==> src/rtl/cache_op_scheduler.sv <==
// cache_op_scheduler
//   Sequences one trace command at a time through the split L1 cache datapath:
//   lookup -> optional victim writeback -> optional L2 fill -> commit.
//   Only one L2 transaction is outstanding at a time. Hit/miss/read/write
//   statistics are kept, and an L2 that never acknowledges raises a sticky err.
//
//   Optional feature macro: CACHE_SCHED_STATS_EN
//     defined     -> four saturating statistics counters are implemented
//     not defined -> counter outputs are tied to zero (no counter flops)
//
// Ports
//   clk, rst_n                 clock (rising edge), asynchronous active-low reset
//   cmd_valid/cmd/cmd_ready    trace command handshake
//   cmd_q                      captured command, drives the datapath instruction input
//   lookup_hit, victim_dirty   datapath lookup results for cmd_q
//   proc_en                    one-cycle commit strobe to the datapath
//   l2_req/l2_op/l2_ack        L2 transaction (op 00 READ, 01 RWIM, 10 WRITE)
//   busy, err                  state != IDLE, sticky L2 timeout flag
//   read_cnt .. miss_cnt       statistics counters

package cache_sched_pkg;
    typedef struct packed {
        logic [3:0]  n;        // trace operation code
        logic [31:0] address;  // byte address
    } command_t;
endpackage

module cache_op_scheduler
    import cache_sched_pkg::*;
#(
    parameter int L2_TIMEOUT = 16,
    parameter int CNT_W      = 32
) (
    input  logic             clk,
    input  logic             rst_n,
    input  logic             cmd_valid,
    input  command_t         cmd,
    output logic             cmd_ready,
    output command_t         cmd_q,
    input  logic             lookup_hit,
    input  logic             victim_dirty,
    output logic             proc_en,
    output logic             l2_req,
    output logic [1:0]       l2_op,
    input  logic             l2_ack,
    output logic             busy,
    output logic             err,
    output logic [CNT_W-1:0] read_cnt,
    output logic [CNT_W-1:0] write_cnt,
    output logic [CNT_W-1:0] hit_cnt,
    output logic [CNT_W-1:0] miss_cnt
);

    localparam int WAIT_W = $clog2(L2_TIMEOUT + 1);

    typedef enum logic [2:0] {
        S_IDLE, S_LOOKUP, S_WB_REQ, S_FILL_REQ, S_COMMIT, S_CLEAR
    } state_t;

    state_t            r_state;
    command_t          r_cmd_q;
    logic              r_proc_en;
    logic              r_l2_req;
    logic [1:0]        r_l2_op;
    logic              r_err;
    logic [WAIT_W-1:0] r_wait;

    logic [3:0] w_n;
    logic       w_handshake;
    logic       w_timeout;
    logic       w_no_l2;
    logic [1:0] w_fill_op;

    assign w_n         = r_cmd_q.n;
    assign cmd_ready   = (r_state == S_IDLE) & rst_n;
    assign w_handshake = cmd_valid & cmd_ready;
    // r_wait counts completed request cycles; this is the last allowed one
    assign w_timeout   = (r_wait == WAIT_W'(L2_TIMEOUT - 1));
    // ops 3/4 commit straight away without touching L2
    assign w_no_l2     = (w_n == 4'd3) || (w_n == 4'd4);
    assign w_fill_op   = (w_n == 4'd1) ? 2'b01 : 2'b00;

    always_ff @(posedge clk or negedge rst_n) begin
        if (!rst_n) begin
            r_state   <= S_IDLE;
            r_cmd_q   <= '0;
            r_proc_en <= 1'b0;
            r_l2_req  <= 1'b0;
            r_l2_op   <= 2'b00;
            r_err     <= 1'b0;
            r_wait    <= '0;
        end else begin
            r_proc_en <= 1'b0;
            case (r_state)
                S_IDLE: begin
                    if (w_handshake) begin
                        r_cmd_q <= cmd;
                        if (cmd.n <= 4'd4)
                            r_state <= S_LOOKUP;
                        else if (cmd.n == 4'd8)
                            r_state <= S_CLEAR;
                        // any other op is consumed with no effect
                    end
                end
                S_LOOKUP: begin
                    if (w_no_l2 || lookup_hit) begin
                        r_state   <= S_COMMIT;
                        r_proc_en <= 1'b1;
                    end else if (victim_dirty && (w_n <= 4'd1)) begin
                        r_state  <= S_WB_REQ;
                        r_l2_req <= 1'b1;
                        r_l2_op  <= 2'b10;
                        r_wait   <= '0;
                    end else begin
                        r_state  <= S_FILL_REQ;
                        r_l2_req <= 1'b1;
                        r_l2_op  <= w_fill_op;
                        r_wait   <= '0;
                    end
                end
                S_WB_REQ: begin
                    if (l2_ack) begin
                        // enter FILL_REQ with the request low for one cycle
                        r_state  <= S_FILL_REQ;
                        r_l2_req <= 1'b0;
                        r_l2_op  <= 2'b00;
                    end else if (w_timeout) begin
                        r_state  <= S_IDLE;
                        r_l2_req <= 1'b0;
                        r_l2_op  <= 2'b00;
                        r_err    <= 1'b1;
                    end else begin
                        r_wait <= r_wait + 1'b1;
                    end
                end
                S_FILL_REQ: begin
                    if (!r_l2_req) begin
                        // gap cycle after a writeback: start the fill now;
                        // an ack here belongs to no request and is ignored
                        r_l2_req <= 1'b1;
                        r_l2_op  <= w_fill_op;
                        r_wait   <= '0;
                    end else if (l2_ack) begin
                        r_state   <= S_COMMIT;
                        r_proc_en <= 1'b1;
                        r_l2_req  <= 1'b0;
                        r_l2_op   <= 2'b00;
                    end else if (w_timeout) begin
                        r_state  <= S_IDLE;
                        r_l2_req <= 1'b0;
                        r_l2_op  <= 2'b00;
                        r_err    <= 1'b1;
                    end else begin
                        r_wait <= r_wait + 1'b1;
                    end
                end
                S_COMMIT: r_state <= S_IDLE;
                S_CLEAR: begin
                    r_err   <= 1'b0;
                    r_state <= S_IDLE;
                end
                default: r_state <= S_IDLE;
            endcase
        end
    end

    assign cmd_q   = r_cmd_q;
    assign proc_en = r_proc_en;
    assign l2_req  = r_l2_req;
    assign l2_op   = r_l2_op;
    assign err     = r_err;
    assign busy    = (r_state != S_IDLE);

`ifdef CACHE_SCHED_STATS_EN
    logic [CNT_W-1:0] r_read_cnt;
    logic [CNT_W-1:0] r_write_cnt;
    logic [CNT_W-1:0] r_hit_cnt;
    logic [CNT_W-1:0] r_miss_cnt;
    logic             w_count;

    // only ops 0/1/2 are statistics-relevant, counted as LOOKUP is left
    assign w_count = (r_state == S_LOOKUP) && (w_n <= 4'd2);

    function automatic logic [CNT_W-1:0] sat_inc(input logic [CNT_W-1:0] v);
        return (&v) ? v : v + 1'b1;
    endfunction

    always_ff @(posedge clk or negedge rst_n) begin
        if (!rst_n) begin
            r_read_cnt  <= '0;
            r_write_cnt <= '0;
            r_hit_cnt   <= '0;
            r_miss_cnt  <= '0;
        end else if (r_state == S_CLEAR) begin
            r_read_cnt  <= '0;
            r_write_cnt <= '0;
            r_hit_cnt   <= '0;
            r_miss_cnt  <= '0;
        end else if (w_count) begin
            if (w_n == 4'd1)
                r_write_cnt <= sat_inc(r_write_cnt);
            else
                r_read_cnt <= sat_inc(r_read_cnt);
            if (lookup_hit)
                r_hit_cnt <= sat_inc(r_hit_cnt);
            else
                r_miss_cnt <= sat_inc(r_miss_cnt);
        end
    end

    assign read_cnt  = r_read_cnt;
    assign write_cnt = r_write_cnt;
    assign hit_cnt   = r_hit_cnt;
    assign miss_cnt  = r_miss_cnt;
`else
    assign read_cnt  = '0;
    assign write_cnt = '0;
    assign hit_cnt   = '0;
    assign miss_cnt  = '0;
`endif

endmodule
==> config.mk <==
export PLATFORM = sky130hd
export DESIGN_NAME = cache_op_scheduler
export DESIGN_NICKNAME = d
export VERILOG_FILES = /design/src/rtl/cache_op_scheduler.sv
export SDC_FILE = /design/constraint.sdc
export NUM_CORES = 1
export LEC_CHECK = 0
export ABC_AREA = 1
export CELL_PAD_IN_SITES_DETAIL_PLACEMENT = 1
export CELL_PAD_IN_SITES_GLOBAL_PLACEMENT = 1
export CORE_ASPECT_RATIO = 0.6
export CORE_UTILIZATION = 27
export CTS_CLUSTER_SIZE = 25
export DETAILED_ROUTE_END_ITERATION = 8
export HOLD_SLACK_MARGIN = 0.12
export PLACE_DENSITY = 0.95
export SYNTH_ARGS = -nofsm -noshare
export SYNTH_HDL_FRONTEND = slang
export SYNTH_SLANG_ARGS = --single-unit
==> constraint.sdc <==
create_clock -name clk -period 3.2 [get_ports clk]
set_clock_uncertainty 0.15 [all_clocks]
set_input_delay 0.64 -clock clk [delete_from_list [all_inputs] [get_ports clk]]
set_output_delay 0.64 -clock clk [all_outputs]
set_load 0.01 [all_outputs]
==> run_results.csv <==
group,metric,value,unit
die,dieHeight,88.50,µm
yosys,synth-edff-count,0,
die,die_w,146.2,µm
cts,clock_latency,0.29,ns
yosys,synthArstFlopShare,100.0,%
global_routing,first_global_vias,2468,
timing,slew_violations,0,
final_layout,syn2layout_area_growth,20.55,%
worst_setup_path,end_kind,"output port",
place,post_dp_cell_area,0.003865,mm²
route,dr.pass1.iters,4,
timing,setup_ws,0.5834,ns
worst_setup_path,crit_path_cell_trace,"nor3_4 -> inv_2 -> nor2_8 -> clkdlybuf4s50_1",
die,start_util,27.82,%
worst_setup_path,timing.rr.end,"w_n[0]$_DFFE_PN0P_",
pwr,p_total,3.372,mW
yosys,ys_warn_count,0,
pwr,p_leak,2.135,nW
final_layout,drive_above_1_share,4.688,%
final_layout,stdcell_area,0.004059,mm²
cts,postCtsResizedCells,0,
global_routing,grt_max_degree,50,
route,num_vias,2594,
cts,cts_buffer_depth,2,
worst_setup_path,crit_required,2.41,ns
timing,setup_viol,0,
global_routing,grt_usage,12.93,%
yosys,syn_avg_cell_area,7.848,µm²
die,core_area,0.01210,mm²
worst_setup_path,worstReg2RegStart,"r_state[1]$_DFFE_PN0P_",
yosys,synth_flop_cell,"dfrtp_1",
final_layout,fin_util,33.54,%
yosys,synth_area_leaders,"dfrtp_1, buf_4, nand2_1",
yosys,synth_area,0.003367,mm²
timing,slew_headroom,56.02,%
final_layout,n_antenna_cell,0,
worst_setup_path,cp_top_family,"buffers and inverters",
yosys,synth_top_area_cell,"dfrtp_1",
route,drt_wl_total,8418,µm
timing,setup_tns,0,ns
yosys,synth-seq-area-share,36.42,%
worst_setup_path,cp.arrival,1.83,ns
worst_setup_path,cp_slowest_cell,"clkdlybuf4s50_1",
min_path,hold_path_startpoint,"cmd_q[9]$_DFFE_PN0P_",
timing,rsz0062_at_grt,"false",
timing,worst_pin_slew,0.6596,ns
die,ioPinCount,213,
timing,hold_viol,0,
pwr,vdd_ir_drop_max,0.1624,mV
cts,cts_setup_buffers,0,
place,dpl.hpwl,6656,µm
worst_setup_path,cp_slowest_stage_delay,0.53,ns
min_path,holdPathStages,2,
worst_setup_path,cp_max_fo,6,
place,place_ws,0.8848,ns
timing,fin_crit_sh,81.77,%
timing,fin_crit,2.617,ns
cts,cts_made_buffers,5,
job,cap_violations,0,
global_routing,antenna_found_initial,0,
cts,clk_pin_slew,0.07,ns
worst_setup_path,r2r_cells,7,
worst_setup_path,worst_setup_path_start_kind,"flip-flop",
route,vias_per_cell,3.832,
yosys,ys_seq_elements,49,
die,num_rows,31,
place,portBuffers,84,
route,antenna_left,0,
yosys,synth_top_area_share,36.42,%
worst_setup_path,crit_buf_inv,2,
pwr,power_density,830.7,mW/mm²
yosys,ys_types,27,
final_layout,fill_cells,1495,
yosys,yosys-top-cells-count,"buf_4, nand2_1, nand3_1, dfrtp_1, inv_1",
place,gp_congestion,0.8082,
worst_setup_path,worstSetupPathType,"flip-flop to output port",
run_status,outcome,"finished clean",
route,avgRoutedWirePerCell,12.43,µm
cts,cts_sinks,49,
final_layout,final_cells,677,
global_routing,grt_overflow_total,0,
cts,ctsHtreeMaxLevel,2,
route,drc_errors,0,
die,fp.dieArea,0.01294,mm²
timing,clock.fmax,382.2,MHz
min_path,hold_end,"cmd_q[9]$_DFFE_PN0P_",
cts,postCtsHoldBufs,0,
cts,clockRootBuffer,"clkbuf_16",
place,dp_cells,669,
yosys,syn_inst,429,
timing,whs,0.3236,ns
cts,cts_tree,"yes",
final_layout,fin_nets,554,
worst_setup_path,r2r_slack,0.97,ns
global_routing,grt_pass1_wl,12930,µm
yosys,synthMostInstantiatedCell,"buf_4",
route,drt_iter0_drc,79,
min_path,min_path_type,"flip-flop to flip-flop",
[kinds of logic after synthesis]
kind of cell / after synthesis / synth area share, %
AO/OA/AOI/OAI: 19 / 3.456
XOR/XNOR: 1 / 0.2602
adder cells (fa/ha/maj): 1 / 0.3715
buffers and inverters: 172 / 34.67
flip-flops: 49 / 36.42
other: 1 / 0.1114
AND/OR/NAND/NOR: 186 / 24.71
[flip-flops by register name (all words and copies together) (netlist names)]
| name | count |
|---|---|
| cmd_q | 32 |
| r_wait | 5 |
| w_n | 4 |
| r_state | 3 |
| l2_op | 2 |
| err | 1 |
| l2_req | 1 |
| proc_en | 1 |
[tightest hold or removal path, cell delays in order, from the launching register on]
cell	delay, ns
dfrtp_1	0.35
nand2_1	0.05
nand2_1	0.05
[layer usage]
metal	vias up	track usage (%)	share of wire [%]
met2	93	21.60	46
met3	3	3.814	6.5
met1	1249	16.70	47
met5	-	0	0
met4	0	2.841	0.30
li1	1249	-	-
[worst max path at each step]
stage                           start                     end  slack [ns]  depth (start not counted)
6_report       r_state[1]$_DFFE_PN0P_               cmd_ready        0.58                          4
3_5_place_dp   r_state[1]$_DFFE_PN0P_               cmd_ready        0.88                          4
4_1_cts        r_state[1]$_DFFE_PN0P_               cmd_ready        0.56                          4
5_1_grt        r_state[0]$_DFFE_PN0P_               cmd_ready        0.52                          4
3_3_place_gp                cmd_valid  r_state[1]$_DFFE_PN0P_        0.88                          7
2_1_floorplan  r_state[1]$_DFFE_PN0P_               cmd_ready        1.33                          4
[cell usage in the layout, fill, tap and decap left out, drive strengths merged]
cell type	count
conb	128
nand2	114
clkdlybuf4s50	83
nand3	53
dfrtp	49
inv	33
o21ai	11
nor2	8
nand4	7
a21oi	6
clkbuf	5
buf	4
bufinv	2
nor3	2
clkinv	1
nor4	1
or2	1
xor2	1
o2111ai	1
o211ai	1
ha	1
[where the power goes]
| group | switching (mW) | internal [mW] | leakage, nW |
|---|---|---|---|
| Combinational | 0.830 | 0.725 | 1.42 |
| Clock | 0.242 | 0.451 | 0.0944 |
| Sequential | 0.218 | 0.907 | 0.621 |
| Total | 1.29 | 2.08 | 2.13 |
[area by class of cell]
class                           instances  area [µm²]  area share [%]
Inverter                               33       123.9           3.052
Clock buffer                            5       125.1           3.083
Timing Repair Buffer                   87       858.3           21.15
Sequential cell                        49        1226           30.21
Multi-Input combinational cell        335        1450           35.73
Clock inverter                          3       68.82           1.695
Tap cell                              165       206.4           5.086
(Power assumes the default switching activity.)
==> variant (same settings) <==
The option `CACHE_SCHED_STATS_EN` is turned on by a define.
--- a/src/rtl/cache_op_scheduler.sv
+++ b/src/rtl/cache_op_scheduler.sv
@@ -17,6 +17,8 @@
 //   l2_req/l2_op/l2_ack        L2 transaction (op 00 READ, 01 RWIM, 10 WRITE)
 //   busy, err                  state != IDLE, sticky L2 timeout flag
 //   read_cnt .. miss_cnt       statistics counters
+
+`define CACHE_SCHED_STATS_EN
 
 package cache_sched_pkg;
     typedef struct packed {
Formal check against the unedited RTL: not equivalent (a bounded check fails within 4 cycles, from zero or initial values and one cycle with rst_n low).
==> variant against the unedited design <==
Setup slack worse by 270 ps; total power grew 120%; sequential share of layout area increased by 0.56 points; area after synthesis grew to 3.3 times the old value; design area grew to 3.5 times the old value; wire length rose to 5.0 times the old value; sequential cell count up 128; clock power rose to 3.1 times the old value.
==> variant: results (changes against the unedited design) <==
| Metric | Value |
|---|---|
| HP Start | cmd_q[4] |
| Fraction of layout cells with a size suffix above 1 | 7.088% (+2.4 points) |
| RR Startpoint | write_cnt[0] |
| Max VDD drop | 0.0003369 V (+110%) |
| H-tree depth | 4 (+2) |
| Num CTS Buffers | 17 (+12) |
| GPL Wtd Cong | 0.9044 (+12%) |
| Synth Instances | 1621 (+280%) |
| Wirelength, routed | 41940 µm (+400%) |
| Worst skew pair latency | 450 ps (+160 ps) |
| Seq/Total Area, Yosys | 39.71% (+3.3 points) |
| Placed insts | 2332 (+250%) |
| First-pass GRT wire length | 67870 µm (+420%) |
| Total net switching power | 2.631 mW (+100%) |
| Worst hold path endpoint | cmd_q[4] |
| Largest stage delay, worst path | 560 ps (+30 ps) |
| Routed wire per std cell | 17.73 µm (+43%) |
| Max_slew headroom | 42.13% (-14 points) |
| Hold Buf Count CTS | 1 (+1) |
| Largest cells by area after synthesis | dfrtp_1, nand2_1, nor2_1 |
| Hold Path Depth | 1 (-1) |
| Iteration-0 DRC Markers | 791 (+900%) |
| Leak Pwr | 5.976 nW (+180%) |
| Top cells by count, synth | nand2_1, nor2_1, dfrtp_1, nand3_1, inv_1 |
| Flop2flop setup slack | 700 ps (-270 ps) |
| Initial antenna violation count | 0 (unchanged) |
| R2r worst-path depth | 8 (+1) |
| Hpwl dp | 32190 µm (+380%) |
| GRT Overall Usage | 20.31% (+7.4 points) |
| Fraction of registers with async set/reset | 100.0% (unchanged) |
| DR pass1 iterations | 6 (+2) |
| Count of different cell masters after synthesis | 34 (+26%) |
| Fin nets | 1868 (+240%) |
| Largest net degree at the start of global routing | 147 (+190%) |
| Status | finished, final reports clean |
[variant: cell families (layout without fill, tap and decap cells)]
group,count (synthesis),in the layout,share of synthesized area [%]
mux,33,33,3.331
simple gates,1095,1095,40.99
flops,177,177,39.71
xor+xnor,59,59,4.633
fa+ha+maj,5,5,0.5609
compound gates,87,87,4.128
buf+inv,165,378,6.652
[variant: how the worst max path moves through the flow]
stage | startpoint | end | slack (ps) | depth (start not counted)
final | rst_n | cmd_ready | 320 | 5
after global routing | r_state[0] | cmd_ready | 200 | 4
after CTS | rst_n | cmd_ready | 300 | 5
after detailed placement | read_cnt[0] | read_cnt[23] | 750 | 8
after global placement | hit_cnt[0] | hit_cnt[13] | 840 | 10
after floorplan | write_cnt[0] | write_cnt[1] | 1260 | 11
[variant: power by group through the flow]
stage / clock network [mW] / logic [mW] / registers [mW]
after floorplan: 0 / 1.00 / 3.04
final: 2.18 / 2.21 / 2.93
after global routing: 2.34 / 2.39 / 2.98
after global placement: 0 / 2.11 / 2.92
after detailed placement: 0 / 2.22 / 2.96
after CTS: 2.25 / 2.24 / 2.92
[variant: final cells by class]
| class | instances | area (µm²) |
|---|---|---|
| Clock inverter | 15 | 187.7 |
| Tap cell | 531 | 664.4 |
| Inverter | 124 | 465.4 |
| Fill cell | 5060 | 26180 |
| Clock buffer | 17 | 425.4 |
| Sequential cell | 177 | 4429 |
| Multi-Input combinational cell | 1279 | 5996 |
| Timing Repair Buffer | 222 | 2228 |
[variant: layer usage]
layer	vias to the layer above	GRT usage, %	wire [µm]
met5	-	0	0
met4	0	6.158	1035
met3	48	3.820	2091
met2	276	32.03	18870
met1	5786	28.08	19940
li1	5465	-	-
[variant: through the flow]
step | hold WS (ps) | instance area [µm²] | utilization, % | power [mW]
after CTS | 367.4 | 14400 | 35.48 | 7.409
final | 365.6 | 14400 | 35.48 | 7.315
after global routing | 378.4 | 14400 | 35.48 | 7.701
after global placement | 325.8 | 13770 | 33.94 | 5.028
after detailed placement | 330.2 | 13770 | 33.94 | 5.175
after floorplan | 194.4 | 11150 | - | 4.044
[variant: worst register-to-register path, stage by stage, from the launching register on]
cell     delay, ps
dfrtp_1        500
ha_1           330
inv_1          110
nor2_4         180
nand2_2        120
nor2_4         170
nand3_2        120
nand3_4        440
o21ai_0        220
